==> src/rtl/accumulating_adder_if.sv <==
// Operand/result bundle for the accumulating adder.
// The master side drives operands and mode; the slave side returns the registered result and flags.
interface accumulating_adder_if #(
  parameter int SIZE = 6
);
  logic            i_VALID_IN;
  logic [1:0]      i_MODE;
  logic [SIZE-1:0] i_VECTOR_ONE;
  logic [SIZE-1:0] i_VECTOR_TWO;
  logic [SIZE:0]   o_VECTOR_SUM;
  logic            o_VALID_OUT;
  logic            o_BIT_BORROW;
  logic            o_BIT_OVERFLOW;

  modport master (
    output i_VALID_IN, i_MODE, i_VECTOR_ONE, i_VECTOR_TWO,
    input  o_VECTOR_SUM, o_VALID_OUT, o_BIT_BORROW, o_BIT_OVERFLOW
  );

  modport slave (
    input  i_VALID_IN, i_MODE, i_VECTOR_ONE, i_VECTOR_TWO,
    output o_VECTOR_SUM, o_VALID_OUT, o_BIT_BORROW, o_BIT_OVERFLOW
  );
endinterface

==> src/rtl/accumulating_adder.sv <==
// Registered add / subtract / accumulate unit with a sticky overflow flag.
// Every output is a flop; one valid input cycle yields one o_VALID_OUT pulse a cycle later.
// The accumulator is SIZE+1 bits wide, and SATURATE picks wrap (0) or clamp (1) on overflow.
module accumulating_adder #(
  parameter int SIZE     = 6,
  parameter int SATURATE = 0
) (
  input logic                 i_CLOCK_POS,
  input logic                 i_RESET_NEG,
  accumulating_adder_if.slave bus
);

  localparam int W = SIZE + 1;
  localparam logic [W-1:0] ACC_MAX = '1;

  typedef enum logic [1:0] {
    MODE_ADD   = 2'b00,
    MODE_SUB   = 2'b01,
    MODE_ACC   = 2'b10,
    MODE_CLEAR = 2'b11
  } mode_e;

  logic [W-1:0] acc_q, acc_d;
  logic [W-1:0] sum_q, sum_d;
  logic         valid_q, valid_d;
  logic         borrow_q, borrow_d;
  logic         overflow_q, overflow_d;

  logic [W-1:0] opOne, opTwo;
  logic [W:0]   accWide;
  logic         accCarry;

  // Operands are zero-extended to the result width; the accumulator sum keeps one extra bit to expose the carry-out.
  always_comb begin
    opOne    = {1'b0, bus.i_VECTOR_ONE};
    opTwo    = {1'b0, bus.i_VECTOR_TWO};
    accWide  = {1'b0, acc_q} + {1'b0, opOne};
    accCarry = accWide[W];
  end

  // Next-state selection: hold everything when no valid operation arrives, otherwise apply the requested mode.
  always_comb begin
    acc_d      = acc_q;
    sum_d      = sum_q;
    borrow_d   = borrow_q;
    overflow_d = overflow_q;
    valid_d    = bus.i_VALID_IN;
    if (bus.i_VALID_IN) begin
      case (mode_e'(bus.i_MODE))
        MODE_ADD: begin
          sum_d    = opOne + opTwo;
          borrow_d = 1'b0;
        end
        MODE_SUB: begin
          sum_d    = opOne - opTwo;
          borrow_d = (bus.i_VECTOR_TWO > bus.i_VECTOR_ONE);
        end
        MODE_ACC: begin
          if (accCarry) begin
            overflow_d = 1'b1;
            acc_d      = (SATURATE != 0) ? ACC_MAX : accWide[W-1:0];
          end else begin
            acc_d = accWide[W-1:0];
          end
          sum_d    = acc_d;
          borrow_d = 1'b0;
        end
        MODE_CLEAR: begin
          acc_d      = '0;
          sum_d      = '0;
          borrow_d   = 1'b0;
          overflow_d = 1'b0;
        end
      endcase
    end
  end

  // State and output registers; reset clears them asynchronously so a cut-off operation never strobes.
  always_ff @(posedge i_CLOCK_POS or negedge i_RESET_NEG) begin
    if (!i_RESET_NEG) begin
      acc_q      <= '0;
      sum_q      <= '0;
      valid_q    <= 1'b0;
      borrow_q   <= 1'b0;
      overflow_q <= 1'b0;
    end else begin
      acc_q      <= acc_d;
      sum_q      <= sum_d;
      valid_q    <= valid_d;
      borrow_q   <= borrow_d;
      overflow_q <= overflow_d;
    end
  end

  assign bus.o_VECTOR_SUM   = sum_q;
  assign bus.o_VALID_OUT    = valid_q;
  assign bus.o_BIT_BORROW   = borrow_q;
  assign bus.o_BIT_OVERFLOW = overflow_q;

endmodule

==> src/flat_wrapper.sv <==
// flat-port wrapper written by rule: the top's interface ports become plain ports
module accumulating_adder_flat 
#(
  parameter int SIZE     = 6,
  parameter int SATURATE = 0
)
  (i_CLOCK_POS, i_RESET_NEG, bus_i_VALID_IN, bus_i_MODE, bus_i_VECTOR_ONE, bus_i_VECTOR_TWO, bus_o_VECTOR_SUM, bus_o_VALID_OUT, bus_o_BIT_BORROW, bus_o_BIT_OVERFLOW);
  accumulating_adder_if #(.SIZE(SIZE)) bus_i ();
  input logic i_CLOCK_POS;
  input logic i_RESET_NEG;
  input wire logic [$bits(bus_i.i_VALID_IN)-1:0] bus_i_VALID_IN;
  input wire logic [$bits(bus_i.i_MODE)-1:0] bus_i_MODE;
  input wire logic [$bits(bus_i.i_VECTOR_ONE)-1:0] bus_i_VECTOR_ONE;
  input wire logic [$bits(bus_i.i_VECTOR_TWO)-1:0] bus_i_VECTOR_TWO;
  output wire logic [$bits(bus_i.o_VECTOR_SUM)-1:0] bus_o_VECTOR_SUM;
  output wire logic [$bits(bus_i.o_VALID_OUT)-1:0] bus_o_VALID_OUT;
  output wire logic [$bits(bus_i.o_BIT_BORROW)-1:0] bus_o_BIT_BORROW;
  output wire logic [$bits(bus_i.o_BIT_OVERFLOW)-1:0] bus_o_BIT_OVERFLOW;
  assign bus_i.i_VALID_IN = bus_i_VALID_IN;
  assign bus_i.i_MODE = bus_i_MODE;
  assign bus_i.i_VECTOR_ONE = bus_i_VECTOR_ONE;
  assign bus_i.i_VECTOR_TWO = bus_i_VECTOR_TWO;
  assign bus_o_VECTOR_SUM = bus_i.o_VECTOR_SUM;
  assign bus_o_VALID_OUT = bus_i.o_VALID_OUT;
  assign bus_o_BIT_BORROW = bus_i.o_BIT_BORROW;
  assign bus_o_BIT_OVERFLOW = bus_i.o_BIT_OVERFLOW;
  accumulating_adder #(.SIZE(SIZE), .SATURATE(SATURATE)) u_core (.i_CLOCK_POS(i_CLOCK_POS), .i_RESET_NEG(i_RESET_NEG), .bus(bus_i));
endmodule
==> config.mk <==
export PLATFORM = sky130hd
export DESIGN_NAME = accumulating_adder_flat
export DESIGN_NICKNAME = d
export VERILOG_FILES = /design/src/rtl/accumulating_adder_if.sv /design/src/rtl/accumulating_adder.sv /design/src/flat_wrapper.sv
export SDC_FILE = /design/constraint.sdc
export NUM_CORES = 1
export LEC_CHECK = 0
export ABC_AREA = 1
export ABC_CLOCK_PERIOD_IN_PS = 3650
export CORE_UTILIZATION = 45
export CTS_CLUSTER_SIZE = 25
export DETAILED_ROUTE_END_ITERATION = 10
export PLACE_DENSITY = 0.73
export SLEW_MARGIN = 20
export SYNTH_ARGS = -nofsm -noshare
export SYNTH_HDL_FRONTEND = slang
export SYNTH_SLANG_ARGS = --single-unit
export TNS_END_PERCENT = 100
==> constraint.sdc <==
create_clock -name i_CLOCK_POS -period 3.65 [get_ports i_CLOCK_POS]
set_clock_uncertainty 0.05 [all_clocks]
set_input_delay 0.365 -clock i_CLOCK_POS [delete_from_list [all_inputs] [get_ports i_CLOCK_POS]]
set_output_delay 0.365 -clock i_CLOCK_POS [all_outputs]
set_load 0.02 [all_outputs]
* After elaboration in Yosys (flattened, before gate mapping)
Cells that the tools add are included.
Storage, ports and cells: latch bits 0, bits of input ports 17, register bits after elaboration 17, memories 0, ROM bits 0, memory bits (writable) 0, logic and storage cells 23
Cells by class: mux-type cells 5, $mul 0, eq/ne operators 4, divide/modulo/power cells 0, bitwise operators 0, shift-type cells 0, $add $sub $neg 3, order comparisons 1, reduce and logical (&&, ||, !) cells 5
Operators by type and width (count):
- $pmux 7 s4 | 1
- $pmux 7 s2 | 1
- $add 7x6->8 | 1
- $add 6x6->7 | 1
- $sub 6x6->7 | 1
- $gt 6x6->1 | 1
- $eq 2x2->1 const B | 2
- $pmux 1 s2 | 2
- $reduce_and 3->1 | 1
- $reduce_or 3->1 | 1
- $eq 2x1->1 const B | 1
- $logic_not 2->1 | 1
- $ne 2x1->1 const B | 1
- $reduce_and 2->1 | 1
- $reduce_bool 2->1 | 1
- $mux 1 | 1

* Longest topological paths before layout
Gate-level depths: netlist of run 1.
depth in word-level cells 3, gate-level depth with buffers 13, depth with buffers taken out 12

* Least setup slack after synthesis of run 1
Ideal clock, no wire load.
path kind input to register, from input bus_i_VECTOR_ONE[0], to register u_core.sum_q[4], in the netlist u_core.bus.o_VECTOR_SUM[4], data arrival time 1492 ps, data required time 3483 ps, stages 8, slack 1991 ps, path buffers 0, library setup time 117 ps, cells stage by stage ha_1 fa_1 nand3_1 nand3_1 o21ai_1 nand3_1 nand2_1 nand2_1
Between the ends: word-level cells in the longest chain between the ends 2, elaborated cells between the ends (all ways) 4, those cells by class add/sub (3); mux (1)
RTL lines:
- start, declared | RTL line flat_wrapper.sv:13 | input wire logic [$bits(bus_i.i_VECTOR_ONE)-1:0] bus_i_VECTOR_ONE;
- $add 7x6->8, or another cell as far along | RTL line accumulating_adder.sv:37 | accWide = {1'b0, acc_q} + {1'b0, opOne};
- $pmux 7 s4 (*) | RTL line accumulating_adder.sv:49 | case (mode_e'(bus.i_MODE))
- end signal, assigned | RTL line accumulating_adder.sv:88 | sum_q <= sum_d;
- end, declared | RTL line accumulating_adder.sv:24 | logic [W-1:0] sum_q, sum_d;
Every way passes the cells marked *; elsewhere a longest branch is shown, timed or not. A chain may end at the register's enable or synchronous reset.

* Final worst setup path of run 1
Ends and elaborated chain as after synthesis.

==> results of run 1 <==
## per-layer routing
metal  part of all wire  GRT usage
met1               0.47      0.300
met2               0.46      0.333
met3              0.066     0.0310
met4              0.011     0.0640
met5                  0          0
## registers in the layout, indices dropped and copies added (netlist names)
signal / cells
u_core.acc_q: 7
u_core.bus.o_BIT_BORROW: 1
u_core.bus.o_BIT_OVERFLOW: 1
u_core.bus.o_VALID_OUT: 1
u_core.bus.o_VECTOR_SUM: 7
## cells by family (layout without fill, tap and decap cells)
group,count (synthesis),count (layout),synth area share
AO/OA/AOI/OAI,29,29,0.107
XOR/XNOR,1,1,0.00534
adder cells (fa/ha/maj),21,21,0.174
buffers and inverters,38,63,0.104
flip-flops,17,17,0.259
AND/OR/NAND/NOR,118,118,0.350
## power by group through the flow
| stage | clock [uW] | combinational [uW] | sequential [uW] |
|---|---|---|---|
| final | 105 | 326 | 246 |
| after global routing | 118 | 362 | 249 |
| after CTS | 109 | 326 | 246 |
| after detailed placement | 0 | 325 | 249 |
| after global placement | 0 | 324 | 248 |
| after floorplan | 0 | 206 | 263 |
## per-stage QoR
stage	cells	instance area, sq um	utilization	power, uW	hold slack, ns
4_1_cts	295	1940	0.569	681	0.442
6_report	295	1940	0.569	676	0.439
2_1_floorplan	224	1640	-	468	0.0194
3_3_place_gp	291	1920	0.561	572	0.412
3_5_place_dp	291	1920	0.561	574	0.416
5_1_grt	295	1940	0.569	729	0.461
## cell usage after synthesis, drive strengths merged
master and n:
nand2 60, inv 33, nand3 27, nor2 19, ha 18, dfrtp 17, a21oi 12, o21ai 12
nand4 10, buf 4, fa 3, a221oi 1, a22o 1, a32o 1, a41oi 1, clkbuf 1
nand3b 1, nor3 1, o311ai 1, xnor2 1
## cell type report
class | count | area [sq um]
Timing Repair Buffer | 26 | 260
Clock buffer | 3 | 22.5
Sequential cell | 17 | 425
Multi-Input combinational cell | 169 | 1040
Clock inverter | 1 | 5.00
Fill cell | 341 | 1470
Tap cell | 46 | 57.6
Inverter | 33 | 129
## final timing paths
check	startpoint	endpoint	slack, ns
hold / removal	u_core.bus.o_BIT_OVERFLOW$_DFFE_PN0P_	u_core.bus.o_BIT_OVERFLOW$_DFFE_PN0P_	0.44
setup reg to reg	u_core.acc_q[0]$_DFFE_PN0P_	u_core.bus.o_VECTOR_SUM[4]$_DFFE_PN0P_	1.75
min in group asynchronous	i_RESET_NEG	u_core.bus.o_VECTOR_SUM[5]$_DFFE_PN0P_	0.46
max in group asynchronous	i_RESET_NEG	u_core.bus.o_VECTOR_SUM[0]$_DFFE_PN0P_	2.62
hold reg to reg	u_core.bus.o_BIT_OVERFLOW$_DFFE_PN0P_	u_core.bus.o_BIT_OVERFLOW$_DFFE_PN0P_	0.44
setup / recovery	bus_i_VECTOR_ONE[0]	u_core.bus.o_VECTOR_SUM[4]$_DFFE_PN0P_	1.54
## worst reg2reg max path: stages (launching register included)
cell and delay, ns:
dfrtp_1 0.40, ha_1 0.25, fa_1 0.46, nand3_1 0.10, nand3_1 0.10, o21ai_1 0.23, nand3_1 0.11, nand2_1 0.06
nand2_1 0.06
==> run_results.csv, run 1 <==
group,metric,value,unit
pwr,combPwrFrac,0.481,
routing,first_pass_iters,4,
logic_synthesis,yosysTopAreaCell,"dfrtp_1",
clock_network,cts_root_buf,"clkbuf_4",
pwr,power.switching,280,uW
finish,drive_gt1_frac,0.145,
hold_path,hold_path_depth,2,
finish,final_common_cell,"nand2_1",
clock_network,post_cts_buffers,0,
routing,detail-route-antenna-nets,0,
pwr,pwr-share-clk,0.155,
critical_path,crit_path_frequent_cell,"nand3_1",
grt,grt_start_max_net_pins,18,
die,ios,27,
critical_path,criticalPathCategory,"in -> reg",
run,maxCapViolCount,0,
timing,fmax,0.474,GHz
clock_network,postCtsHoldBufs,0,
timing,final_hold_viol_count,0,
clock_network,cts_buffer_depth,2,
routing,dr_total_vias,1563,
pwr,power.density,348,nW/um^2
logic_synthesis,synthCells,224,
grt,grt_overflow_total,0,
pwr,peakVddDrop,0.211,mV
pwr,seqPwrFrac,0.363,
grt,grt_pass1_wl,6480,um
critical_path,slowest_delay,0.48,ns
timing,setup_viol,0,
critical_path,rr_worst_depth,8,
routing,drt_iter0_drc,93,
critical_path,path_delay_family,"adder cells",
die,std_cell_rows,21,
grt,antenna_found_initial,0,
critical_path,path_buf_inv,1,
pwr,p_int,396,uW
clock_network,cts_tree,"built",
logic_synthesis,ys_top_cells_by_area,"dfrtp_1 26%, ha_1 14%, nand2_1 11%",
critical_path,cp.depth,9,
timing,rsz0062_at_grt,"false",
logic_synthesis,synthesis.area,1640,sq um
pwr,p_sw_frac,0.415,
timing,slew_headroom,0.486,
logic_synthesis,netlist.area_leader.share,0.259,
timing,drv_slew,0,
hold_path,min_path_type,"reg -> reg",
critical_path,crit_required,3.80,ns
logic_synthesis,avgSynthCellArea,7.33,sq um
place,dpl_worst_slack,1.23,ns
place,hpwlAfterDp,3170,um
routing,viasPerCell,5.30,
routing,finalWirelength,3900,um
logic_synthesis,synth_warnings,0,
clock_network,cts_inserted_buffers,3,
finish,syn2layout_area_growth,18.4,%
die,core_area,3420,sq um
finish,mostFrequentLayoutCells,"48 x nand2_1, 26 x clkdlybuf4s50_1, 23 x inv_1, 23 x nand3_1, 18 x ha_1",
die,fp.dieArea,3890,sq um
critical_path,crit_chain,"clkdlybuf4s50_1 -> ha_1 -> fa_1 -> nand3_1 -> nand3_1 -> o21ai_1 -> nand3_1 -> nand2_1 -> nand2_1",
die,die_w,62.4,um
logic_synthesis,ys_seq_area_frac,0.259,
grt,grt_use_total,0.212,
timing,fin_setup_tns,0,ns
critical_path,endpoint_kind,"register",
logic_synthesis,ys_seq_elements,17,
critical_path,critPathLaunchType,"input pin",
place,place_congestion,1.03,
critical_path,slowest_stage,"clkdlybuf4s50_1",
place,portBuffers,26,
grt,grt_pass1_vias,1398,
outcome,status,"finished clean",
routing,drc_errors,0,
timing,worst_pin_slew,0.768,ns
finish,fin_nets,288,
timing,post-route-period-util,0.578,
critical_path,crit_fanout,4,
critical_path,cp.arrival,2.25,ns
clock_network,htreeDepth,1,
clock_network,cts_resized,0,
die,start_util,0.481,
logic_synthesis,ys_types,30,
pwr,power.leakage,0.000975,uW
clock_network,clk_latency,0.30,ns
clock_network,cts_sinks,17,
clock_network,clkTransAtPathRegs,0.10,ns
routing,wl_per_cell,13.2,um
logic_synthesis,synth_nets,262,
finish,antenna_cells,0,
timing,fin_ws,1.54,ns
timing,fin_crit,2.11,ns
die,fp.dieH,62.4,um
(Power assumes the default switching activity.)
==> run 2, diff against run 1 <==
--- a/config.mk
+++ b/config.mk
@@ -6,11 +6,11 @@
 export NUM_CORES = 1
 export LEC_CHECK = 0
 export ABC_AREA = 1
-export ABC_CLOCK_PERIOD_IN_PS = 3650
+export ABC_CLOCK_PERIOD_IN_PS = 1900
 export CORE_UTILIZATION = 45
 export CTS_CLUSTER_SIZE = 25
 export DETAILED_ROUTE_END_ITERATION = 10
-export PLACE_DENSITY = 0.73
+export PLACE_DENSITY = 0.76
 export SLEW_MARGIN = 20
 export SYNTH_ARGS = -nofsm -noshare
 export SYNTH_HDL_FRONTEND = slang
==> constraint.sdc (replaced) <==
create_clock -name i_CLOCK_POS -period 1.9 [get_ports i_CLOCK_POS]
set_clock_uncertainty 0.05 [all_clocks]
set_input_delay 0.19 -clock i_CLOCK_POS [delete_from_list [all_inputs] [get_ports i_CLOCK_POS]]
set_output_delay 0.19 -clock i_CLOCK_POS [all_outputs]
set_load 0.02 [all_outputs]
==> run 2 against run 1 <==
  * Combinational power up 120%
  * Core utilization up 6.1 points
  * Global-route usage grew 1.8 points
  * Critical path type unchanged
  * Highest routed layer unchanged
==> run_results.csv, run 2 (synthesis results as in run 1) <==
group,metric,value,unit
die,die_w,62.4,um
clock_network,cts_buffer_depth,2,
finish,final_common_cell,"nand2_1",
critical_path,critPathLaunchType,"input pin",
grt,antenna_found_initial,0,
die,fp.dieH,62.4,um
clock_network,postCtsHoldBufs,0,
timing,fin_ws,0.114,ns
pwr,seqPwrFrac,0.336,
die,std_cell_rows,21,
timing,final_hold_viol_count,0,
timing,post-route-period-util,0.940,
routing,dr_total_vias,1654,
grt,grt_pass1_wl,7000,um
clock_network,cts_inserted_buffers,3,
timing,rsz0062_at_grt,"false",
pwr,p_int,829,uW
die,start_util,0.481,
timing,setup_viol,0,
routing,finalWirelength,4090,um
finish,mostFrequentLayoutCells,"48 x nand2_1, 27 x buf_4, 26 x clkdlybuf4s50_1",
clock_network,cts_tree,"built",
grt,grt_start_max_net_pins,18,
die,ios,27,
critical_path,cp.arrival,1.94,ns
outcome,status,"finished clean",
place,place_congestion,0.922,
place,portBuffers,26,
finish,final_area,2150,sq um
die,fp.dieArea,3890,sq um
pwr,peakVddDrop,0.406,mV
clock_network,cts_sinks,17,
routing,first_pass_iters,4,
place,hpwlAfterDp,3260,um
routing,drc_errors,0,
timing,fin_crit,1.79,ns
timing,worst_pin_slew,0.418,ns
clock_network,cts_resized,0,
critical_path,crit_fanout,7,
critical_path,rr_worst_depth,8,
timing,fin_setup_tns,0,ns
pwr,combPwrFrac,0.512,
clock_network,post_cts_buffers,0,
critical_path,criticalPathCategory,"in -> reg",
grt,grt_use_total,0.230,
critical_path,crit_required,2.06,ns
timing,fmax,0.560,GHz
run,maxCapViolCount,0,
hold_path,min_path_type,"in -> async",
grt,grt_overflow_total,0,
clock_network,clkTransAtPathRegs,0.12,ns
clock_network,clk_latency,0.30,ns
grt,grt_pass1_vias,1481,
pwr,power.density,647,nW/um^2
pwr,power.leakage,0.00110,uW
clock_network,htreeDepth,1,
timing,drv_slew,0,
routing,drt_iter0_drc,85,
die,core_area,3420,sq um
finish,syn2layout_area_growth,31.1,%
place,place_area,2120,sq um
critical_path,endpoint_kind,"register",
finish,antenna_cells,0,
pwr,pwr-share-clk,0.152,
routing,wl_per_cell,12.7,um
finish,fin_nets,315,
pwr,p_sw_frac,0.405,
clock_network,cts_root_buf,"clkbuf_4",
place,dpl_worst_slack,-0.245,ns
routing,viasPerCell,5.14,
routing,detail-route-antenna-nets,0,
pwr,power.switching,563,uW
timing,slew_headroom,0.720,
finish,drive_gt1_frac,0.239,
[run 2: cell types whose count changed in the layout (fill, tap and decap cells not counted)]
cell and change:
buf_4 +27, fa_1 -1, fa_2 +1, ha_1 -1, ha_2 +1, inv_1 -1, inv_2 +1
[run 2: per-stage QoR]
stage          hold WS [ns]  utilization  std cells  total power, uW
4_1_cts               0.157        0.629        322             1390
2_1_floorplan        -0.156            -        224              899
3_5_place_dp          0.412        0.621        318             1180
5_1_grt               0.160        0.630        322             1490
6_report              0.151        0.630        322             1390
3_3_place_gp          0.409        0.621        318             1170
[run 2: layout make-up]
type                    count  area, sq um
clock inverters             1         5.00
clock buffers               3         22.5
well taps                  46         57.6
repair buffers             53          463
fillers                   312         1260
multi-input cells         169         1050
inverters                  33          129
flip-flops and latches     17          425
[run 2: final timing paths]
path | slack [ns] | startpoint | to
min | 0.15 | i_RESET_NEG | u_core.acc_q[5]$_DFFE_PN0P_
max in group asynchronous | 1.46 | i_RESET_NEG | u_core.bus.o_VECTOR_SUM[3]$_DFFE_PN0P_
min in group i_CLOCK_POS | 0.37 | bus_i_VALID_IN | u_core.bus.o_VALID_OUT$_DFF_PN0_
min reg2reg | 0.44 | u_core.bus.o_BIT_OVERFLOW$_DFFE_PN0P_ | u_core.bus.o_BIT_OVERFLOW$_DFFE_PN0P_
max | 0.11 | bus_i_VECTOR_TWO[2] | u_core.bus.o_VECTOR_SUM[5]$_DFFE_PN0P_
max reg2reg | 0.14 | u_core.acc_q[0]$_DFFE_PN0P_ | u_core.bus.o_VECTOR_SUM[4]$_DFFE_PN0P_
[run 2: power by group through the flow]
stage | combinational (uW) | clock [uW] | sequential, uW
finish | 712 | 212 | 468
floorplan | 395 | 0 | 504
global route | 790 | 230 | 474
CTS | 708 | 214 | 469
detailed placement | 703 | 0 | 475
global placement | 692 | 0 | 473
[run 2: routing by layer]
metal | track usage | vias up | wire [um]
met4 | 0.0872 | 0 | 88
met1 | 0.328 | 749 | 1940
li1 | - | 845 | -
met2 | 0.355 | 52 | 1840
met5 | 0 | - | 0
met3 | 0.0255 | 8 | 218
[run 2: worst max-delay path, stage by stage]
cell and delay (ns):
clkdlybuf4s50_1 0.48, inv_1 0.05, ha_1 0.53, nand2_2 0.08, inv_2 0.08, nand3_2 0.08
nand3_1 0.07, nand2_1 0.08, nand3_2 0.07, nand2_1 0.08, nor2_1 0.11, nor2_1 0.05
